**config.mk**
```make
export PLATFORM = sky130hd
export DESIGN_NAME = bdiff_sweep_ctrl
export DESIGN_NICKNAME = d
export VERILOG_FILES = /design/src/rtl/bdiff_pkg.sv /design/src/rtl/bdiff_match_fifo.sv /design/src/rtl/bdiff_sweep_ctrl.sv
export SDC_FILE = /design/constraint.sdc
export NUM_CORES = 1
export LEC_CHECK = 0
export CORE_MARGIN = 2
export CORE_UTILIZATION = 60
export DETAILED_ROUTE_END_ITERATION = 8
export PLACE_DENSITY = 0.83
export SETUP_SLACK_MARGIN = 0.5
export SLEW_MARGIN = 10
export SYNTH_ARGS = -nofsm -noshare
export SYNTH_HDL_FRONTEND = slang
export SYNTH_SLANG_ARGS = --single-unit
```
**constraint.sdc**
```tcl
create_clock -name clk -period 5.55 [get_ports clk]
set_input_delay 0.8325 -clock clk [delete_from_list [all_inputs] [get_ports clk]]
set_output_delay 0.8325 -clock clk [all_outputs]
set_load 0.005 [all_outputs]
```
**src/rtl/bdiff_pkg.sv**
```systemverilog
// ============================================================================
// Module      : bdiff_pkg
// Description : Shared types and helpers for the Boolean-difference sweep
//               controller: FSM state encoding and last-vector helper.
// Revision    : 1.0 - initial release
// ============================================================================
`default_nettype none

package bdiff_pkg;

   // Sweep controller FSM states
   typedef enum logic [2:0] {
      SWEEP_IDLE   = 3'd0,
      SWEEP_DRIVE  = 3'd1,
      SWEEP_SAMPLE = 3'd2,
      SWEEP_FLUSH  = 3'd3,
      SWEEP_DONE   = 3'd4
   } sweep_state_t;

   // Highest vector value of an n-bit sweep (2^n - 1)
   function automatic int unsigned sweep_last(input int unsigned n);
      return (32'd1 << n) - 32'd1;
   endfunction

endpackage

`default_nettype wire

```
**src/rtl/bdiff_match_fifo.sv**
```systemverilog
// ============================================================================
// Module      : bdiff_match_fifo
// Description : Synchronous FIFO holding matching vectors. A push is refused
//               when full, even if a pop happens in the same cycle. The head
//               entry is presented combinationally from the storage array.
// Revision    : 1.0 - initial release
// ============================================================================
`default_nettype none

module bdiff_match_fifo #(
   parameter int WIDTH = 3,
   parameter int DEPTH = 4
) (
   input  logic             clk,
   input  logic             rst_n,
   input  logic             push_i,
   input  logic [WIDTH-1:0] wdata_i,
   input  logic             pop_i,
   output logic [WIDTH-1:0] rdata_o,
   output logic             full_o,
   output logic             empty_o,
   output logic             last_o
);

   localparam int AW = $clog2(DEPTH);

   logic [WIDTH-1:0] mem_q [DEPTH];
   logic [AW:0]      wr_ptr_q;
   logic [AW:0]      rd_ptr_q;
   logic             do_push;
   logic             do_pop;

   // Pointers carry one wrap bit so full and empty are distinguishable
   assign full_o  = (wr_ptr_q[AW] != rd_ptr_q[AW]) &&
                    (wr_ptr_q[AW-1:0] == rd_ptr_q[AW-1:0]);
   assign empty_o = (wr_ptr_q == rd_ptr_q);
   assign last_o  = ((wr_ptr_q - rd_ptr_q) == (AW+1)'(1));
   assign rdata_o = mem_q[rd_ptr_q[AW-1:0]];

   assign do_push = push_i && !full_o;
   assign do_pop  = pop_i && !empty_o;

   // Storage and pointer update; storage cleared on reset so the head reads 0
   always_ff @(posedge clk or negedge rst_n) begin
      if (!rst_n) begin
         wr_ptr_q <= '0;
         rd_ptr_q <= '0;
         for (int i = 0; i < DEPTH; i++) begin
            mem_q[i] <= '0;
         end
      end else begin
         if (do_push) begin
            mem_q[wr_ptr_q[AW-1:0]] <= wdata_i;
            wr_ptr_q                <= wr_ptr_q + 1'b1;
         end
         if (do_pop) begin
            rd_ptr_q <= rd_ptr_q + 1'b1;
         end
      end
   end

endmodule

`default_nettype wire

```
**src/rtl/bdiff_sweep_ctrl.sv**
```systemverilog
// ============================================================================
// Module      : bdiff_sweep_ctrl
// Description : Exhaustive sweep controller. Drives every N_VARS-bit vector
//               in ascending order into an external combinational evaluator,
//               samples its result after SETTLE_CYCLES and streams matching
//               vectors out through a valid/ready FIFO.
//               Optional feature macro: BDIFF_MATCH_COUNT_EN adds the
//               match_count port and its saturating counter.
// Revision    : 1.0 - initial release
// ============================================================================
`default_nettype none

module bdiff_sweep_ctrl
   import bdiff_pkg::*;
#(
   parameter int N_VARS        = 3,
   parameter int SETTLE_CYCLES = 1,
   parameter int FIFO_DEPTH    = 4
) (
   input  logic              clk,
   input  logic              rst_n,
   input  logic              start,
   output logic [N_VARS-1:0] eval_vec,
   input  logic              eval_result,
   output logic              m_valid,
   input  logic              m_ready,
   output logic [N_VARS-1:0] m_data,
   output logic              busy,
   output logic              done
`ifdef BDIFF_MATCH_COUNT_EN
   ,
   output logic [N_VARS:0]   match_count
`endif
);

   localparam int                SW          = (SETTLE_CYCLES > 1) ? $clog2(SETTLE_CYCLES) : 1;
   localparam logic [SW-1:0]     SETTLE_LOAD = SW'(SETTLE_CYCLES - 1);
   localparam logic [N_VARS-1:0] LAST_VEC    = N_VARS'(sweep_last(N_VARS));

   sweep_state_t      state_q;
   logic [N_VARS-1:0] eval_vec_q;
   logic [SW-1:0]     settle_q;
   logic              busy_q;
   logic              done_q;

   logic              fifo_push;
   logic              fifo_pop;
   logic              fifo_full;
   logic              fifo_empty;
   logic              fifo_last;
   logic              flush_ok;

   assign fifo_push = (state_q == SWEEP_SAMPLE) && eval_result && !fifo_full;
   assign fifo_pop  = !fifo_empty && m_ready;
   // FIFO counts as drained when it is empty or its last entry leaves this edge
   assign flush_ok  = fifo_empty || (fifo_last && fifo_pop);

   assign eval_vec = eval_vec_q;
   assign m_valid  = !fifo_empty;
   assign busy     = busy_q;
   assign done     = done_q;

   // Sweep FSM: vector stepping, settle timing and registered status outputs
   always_ff @(posedge clk or negedge rst_n) begin
      if (!rst_n) begin
         state_q    <= SWEEP_IDLE;
         eval_vec_q <= '0;
         settle_q   <= '0;
         busy_q     <= 1'b0;
         done_q     <= 1'b0;
      end else begin
         done_q <= 1'b0;
         case (state_q)
            SWEEP_IDLE: begin
               if (start) begin
                  eval_vec_q <= '0;
                  settle_q   <= SETTLE_LOAD;
                  busy_q     <= 1'b1;
                  state_q    <= SWEEP_DRIVE;
               end
            end
            SWEEP_DRIVE: begin
               if (settle_q == '0) begin
                  state_q <= SWEEP_SAMPLE;
               end else begin
                  settle_q <= settle_q - 1'b1;
               end
            end
            SWEEP_SAMPLE: begin
               // A match with a full FIFO holds the vector and re-samples
               if (!eval_result || !fifo_full) begin
                  if (eval_vec_q == LAST_VEC) begin
                     state_q <= SWEEP_FLUSH;
                  end else begin
                     eval_vec_q <= eval_vec_q + 1'b1;
                     settle_q   <= SETTLE_LOAD;
                     state_q    <= SWEEP_DRIVE;
                  end
               end
            end
            SWEEP_FLUSH: begin
               if (flush_ok) begin
                  state_q <= SWEEP_DONE;
               end
            end
            SWEEP_DONE: begin
               done_q  <= 1'b1;
               busy_q  <= 1'b0;
               state_q <= SWEEP_IDLE;
            end
            default: begin
               state_q <= SWEEP_IDLE;
               busy_q  <= 1'b0;
            end
         endcase
      end
   end

`ifdef BDIFF_MATCH_COUNT_EN
   localparam logic [N_VARS:0] MC_MAX = {1'b1, {N_VARS{1'b0}}};

   logic [N_VARS:0] match_cnt_q;

   // Matches of the current sweep, cleared on start and saturating at 2^N_VARS
   always_ff @(posedge clk or negedge rst_n) begin
      if (!rst_n) begin
         match_cnt_q <= '0;
      end else if ((state_q == SWEEP_IDLE) && start) begin
         match_cnt_q <= '0;
      end else if (fifo_push && (match_cnt_q != MC_MAX)) begin
         match_cnt_q <= match_cnt_q + 1'b1;
      end
   end

   assign match_count = match_cnt_q;
`endif

   bdiff_match_fifo #(
      .WIDTH (N_VARS),
      .DEPTH (FIFO_DEPTH)
   ) u_fifo (
      .clk     (clk),
      .rst_n   (rst_n),
      .push_i  (fifo_push),
      .wdata_i (eval_vec_q),
      .pop_i   (fifo_pop),
      .rdata_o (m_data),
      .full_o  (fifo_full),
      .empty_o (fifo_empty),
      .last_o  (fifo_last)
   );

endmodule

`default_nettype wire

```
Yosys cells after proc, flatten, opt, wreduce, memory -nomap -nowiden
Cells that the tools add are included. W data, S select, Z words.

Bits in registers: 27. Bits in latches: 0. Memory bits (writable): 0. Memory bits (read-only): 0. Output and inout port bits: 9. Word-level logic and storage cells: 81. Memories kept: 0.

Add/subtract/negate cells: 5. Multipliers: 0. Divide/modulo/power cells: 0. Order comparisons: 3. Equality and inequality tests: 14. Shift operators: 0. Muxes and demuxes: 24. Bitwise operators: 3. Reductions and logical operators: 21.

Operators with widths (count): $mux W3 (10); $bwmux W12 (1); $pmux W3 S4 (1); $reduce_and A4 Y1 (3); $add A3 B1 Y3 const B (3); $logic_and A1 B1 Y1 (8); $ne A2 B2 Y1 const B (4); $bmux W3 S2 (1); $demux W3 S2 (1); $eq A3 B1 Y1 const B (2); $eq A3 B2 Y1 const B (2); $eq A3 B3 Y1 const B (2); $ge A3 B3 Y1 const B (2); $mux W1 (6); $not A2 Y3 (2); $pmux W3 S2 (1); $eq A3 B3 Y1 (1); $logic_not A1 Y1 (3); $logic_not A3 Y1 (1); $lt A3 B1 Y1 const B (1); $pmux W1 S3 (1); $reduce_bool A3 Y1 (1); $reduce_or A3 Y1 (1); $sub A3 B3 Y3 (1); 10 further kinds (11).

Longest topological paths before layout
Depth after elaboration: 7. Mapped depth: 7. Gate-level depth less buffers: 7.

Cells and area by module
Synthesis repeated with hierarchy kept, for this count alone.

Cell total of the unflattened synthesis: 116. Area, all modules: 1388.8 sq um.

By module, submodules not included: bdiff_match_fifo (times used 1, cells an instance 70, area each 953.4 sq um, sequential area each 450.4 sq um); bdiff_sweep_ctrl (times used 1, cells an instance 46, area each 435.4 sq um, sequential area each 200.2 sq um).

Worst setup path before layout
Ideal clock, no wire load.

Kind: register to output. From: register u_fifo.rd_ptr_q[0]. To: output port m_data[0]. Data arrival time: 1002 ps. Path slack: 3716 ps. Stages on the path, launching flop included: 2. Path through: dfrtp_1 -> mux4_2.

Longest elaborated chain between the ends: 4.

RTL lines: from (decl) (line bdiff_match_fifo.sv:29) `logic [AW:0] rd_ptr_q;`; from (signal assigned) (line bdiff_match_fifo.sv:57) `rd_ptr_q <= rd_ptr_q + 1'b1;`; $not A2 Y3 (not written as such) (line bdiff_match_fifo.sv:38) `assign rdata_o = mem_q[rd_ptr_q[AW-1:0]];`; $bmux W3 S2 (line bdiff_match_fifo.sv:38); $mux W3 (not written as such) (2 in a row) (line bdiff_match_fifo.sv:38); to (decl) (line bdiff_sweep_ctrl.sv:27) `output logic [N_VARS-1:0] m_data,`.

Every way passes these cells. The select of a mux whose other input is x is not followed.

Worst setup path after layout
From: register u_fifo.rd_ptr_q[1]. To: output port m_valid.

Longest elaborated chain between the ends: 2.

RTL lines: $eq A3 B3 Y1 (line bdiff_match_fifo.sv:36) `assign empty_o = (wr_ptr_q == rd_ptr_q);`; $logic_not A1 Y1 (line bdiff_sweep_ctrl.sv:59) `assign m_valid = !fifo_empty;`; to (decl) (line bdiff_sweep_ctrl.sv:25) `output logic m_valid,`.

Every way passes these cells.

==> flow_summary.ini <==
[finish]
drive_above_1_share_pct = 22.3
layout_commonest_cell = dfrtp_1
layout_common_cells = dfrtp_1 (26), mux2_4 (12), clkdlybuf4s50_1 (12)
n_antenna_cell = 0
synthToLayoutAreaGrowth_pct = 12.7
post-route-util_pct = 71.6
n_fill_cell = 165
stdcell_count = 149
nets = 138

[drt]
drc = 0
firstDrtPassIters = 4
via_per_inst = 5.72
dr_total_vias = 852
wl_mm = 2.61
drtIter0Drc = 6
routedWlPerCell_um = 17.5
final_antenna_net_count = 0

[grt]
overflow = 0
grt_antenna_before_repair = 0
grt_max_degree = 27
track_usage_pct = 23.0
first_global_vias = 927
grt_pass1_wl_mm = 4.51

[clock_network]
cts_made_buffers = 3
clk_pin_slew_ns = 0.13
cts_root_buf = clkbuf_4
clockBufferDepth = 2
cts_tree = yes
postCtsSetupBuffers = 0
cts_sinks = 26
htree_num_levels = 1
cts_resized = 0
hold_buffers = 0
clkLatencyLatePin_ns = 0.31

[worst_hold_path]
hp-class = primary input to async pin

[yosys]
synth_area_sq_um = 1410
yosysSeqAreaShare_pct = 46.3
syn-mean-instance-area_sq_um = 13.3
yosysWarnings = 0
synthCells = 106
synth_enable_flop_cells = 0
synth_nets = 121
yosysTopAreaCell = dfrtp_1
synth_top_area_share_pct = 46.3
async_flop_share_pct = 100
synth_cell_types = 27
synth_ff_type = dfrtp_1
yosys-top-cells-area = dfrtp_1 (46%), mux2_4 (13%), ha_1 (8.0%)
synth_seq_cells = 26

[power_and_ir_drop]
powerDensity_nw_per_um2 = 555
ir_drop_uv = 375
p_leak_nw = 0.797

[setup_path]
r2r_slack_ns = 3.51
r2r_cells = 6
cp_data_required_time_ns = 4.72
endpoint_kind = primary output
crit_family = buffers and inverters
r2r-end = state_q[0]
criticalPathCategory = flip-flop to primary output
critPathArrivalTime_ns = 1.96
critPathBufInv = 2
start_kind = flip-flop
critPathMaxFanout = 7
crit_slowest_cell = clkdlybuf4s50_1
crit_chain = inv_1 > ha_1 > nand3_1 > clkdlybuf4s50_1
r2r-start = u_fifo.rd_ptr_q[0]
slowest_delay_ns = 0.53

[status]
outcome = finished clean

[timing]
hold_viol_final = 0
slew_viol_final = 0
relSlewSlack_pct = 61.9
final-setup-viol-count = 0
rsz0062_at_grt = no
skew_ns = 0.00103
max_freq_mhz = 358
finalCriticalPeriod_ns = 2.79
tns_ns = 0
fin_crit_sh_pct = 50.3
worst_pin_slew_ns = 0.572

[job]
drv_cap = 0

[floorplan]
start_util_pct = 63.5
coreArea_sq_um = 2210
dieArea_sq_um = 2740
rows = 17
fp.dieH_um = 52.4
io_pins = 14
die_x_um = 52.4

[placed_design]
placed_cells = 146
place.gp.congestion = 0.777
hpwl_mm = 1.99
io_buffers = 13
-- layout make-up --
class / count / area, sq um / area share [%]
Multi-Input combinational cell: 75 / 736 / 46.4
Sequential cell: 26 / 651 / 41.1
Timing Repair Buffer: 13 / 125 / 7.90
Tap cell: 28 / 35.0 / 2.21
Clock buffer: 3 / 22.5 / 1.42
Inverter: 4 / 15.0 / 0.948
-- worst reg2reg max path, cell delays in order (launching register included) --
cell,delay [ns]
dfrtp_1,0.50
ha_1,0.26
fa_1,0.51
nor4bb_1,0.27
mux2i_1,0.16
nand3_1,0.12
a21boi_0,0.09
-- sequential cells by signal, summed over array words and instances (netlist names) --
register         count
u_fifo.mem_q        12
u_fifo.wr_ptr_q      3
done                 1
state_q              3
eval_vec             3
busy                 1
u_fifo.rd_ptr_q      3
-- routing by layer --
layer | vias up | global-route usage, % | part of all wire [%]
met3 | 4 | 5.14 | 3.5
li1 | 417 | - | -
met1 | 411 | 28.5 | 43
met2 | 20 | 41.3 | 53
met5 | - | 0 | 0
met4 | 0 | 3.85 | 0.50
-- cells by family after synthesis --
| kind of cell | synth area share [%] |
|---|---|
| muxes | 19.9 |
| xor gates and xnor gates | 4.27 |
| buffers and inverters | 1.34 |
| AOI/OAI and AO/OA | 6.14 |
| adders and majority gates | 9.44 |
| and+or+nand+nor | 12.6 |
| DFF | 46.3 |
-- per-stage QoR --
step	area [sq um]	setup slack, ns	power (mW)	hold slack [ns]
floorplan	1410	3.72	0.657	0.459
global placement	1570	3.16	0.775	0.482
CTS	1590	2.73	0.885	0.518
detailed placement	1570	3.12	0.803	0.491
global route	1580	2.60	0.954	0.517
finish	1580	2.76	0.879	0.495
-- report_power, final --
group          total, mW  switching [mW]  internal (mW)
Combinational      0.444           0.197          0.247
Clock             0.0764          0.0510         0.0254
Sequential         0.359          0.0939          0.265
Total              0.879           0.342          0.537
-- synthesized netlist by cell type, types with 2 or more instances --
master    instances
a21boi_0          2
a21oi_1           2
dfrtp_1          26
ha_1              9
inv_1             4
mux2_2            2
mux2_4           12
mux4_2            3
nand2_1           7
nand2_4           4
nand3_1           7
nand4_1           4
nor2_1            5
o21ai_0           3
xnor2_1           4
-- how the worst max path moves through the flow --
stage               depth (start not counted)                from        end
global placement                            3  u_fifo.rd_ptr_q[0]    m_valid
floorplan                                   1  u_fifo.rd_ptr_q[0]  m_data[0]
global route                                4  u_fifo.rd_ptr_q[1]    m_valid
detailed placement                          3  u_fifo.rd_ptr_q[0]    m_valid
finish                                      4  u_fifo.rd_ptr_q[1]    m_valid
CTS                                         4  u_fifo.rd_ptr_q[1]    m_valid
(Power assumes the default switching activity.)
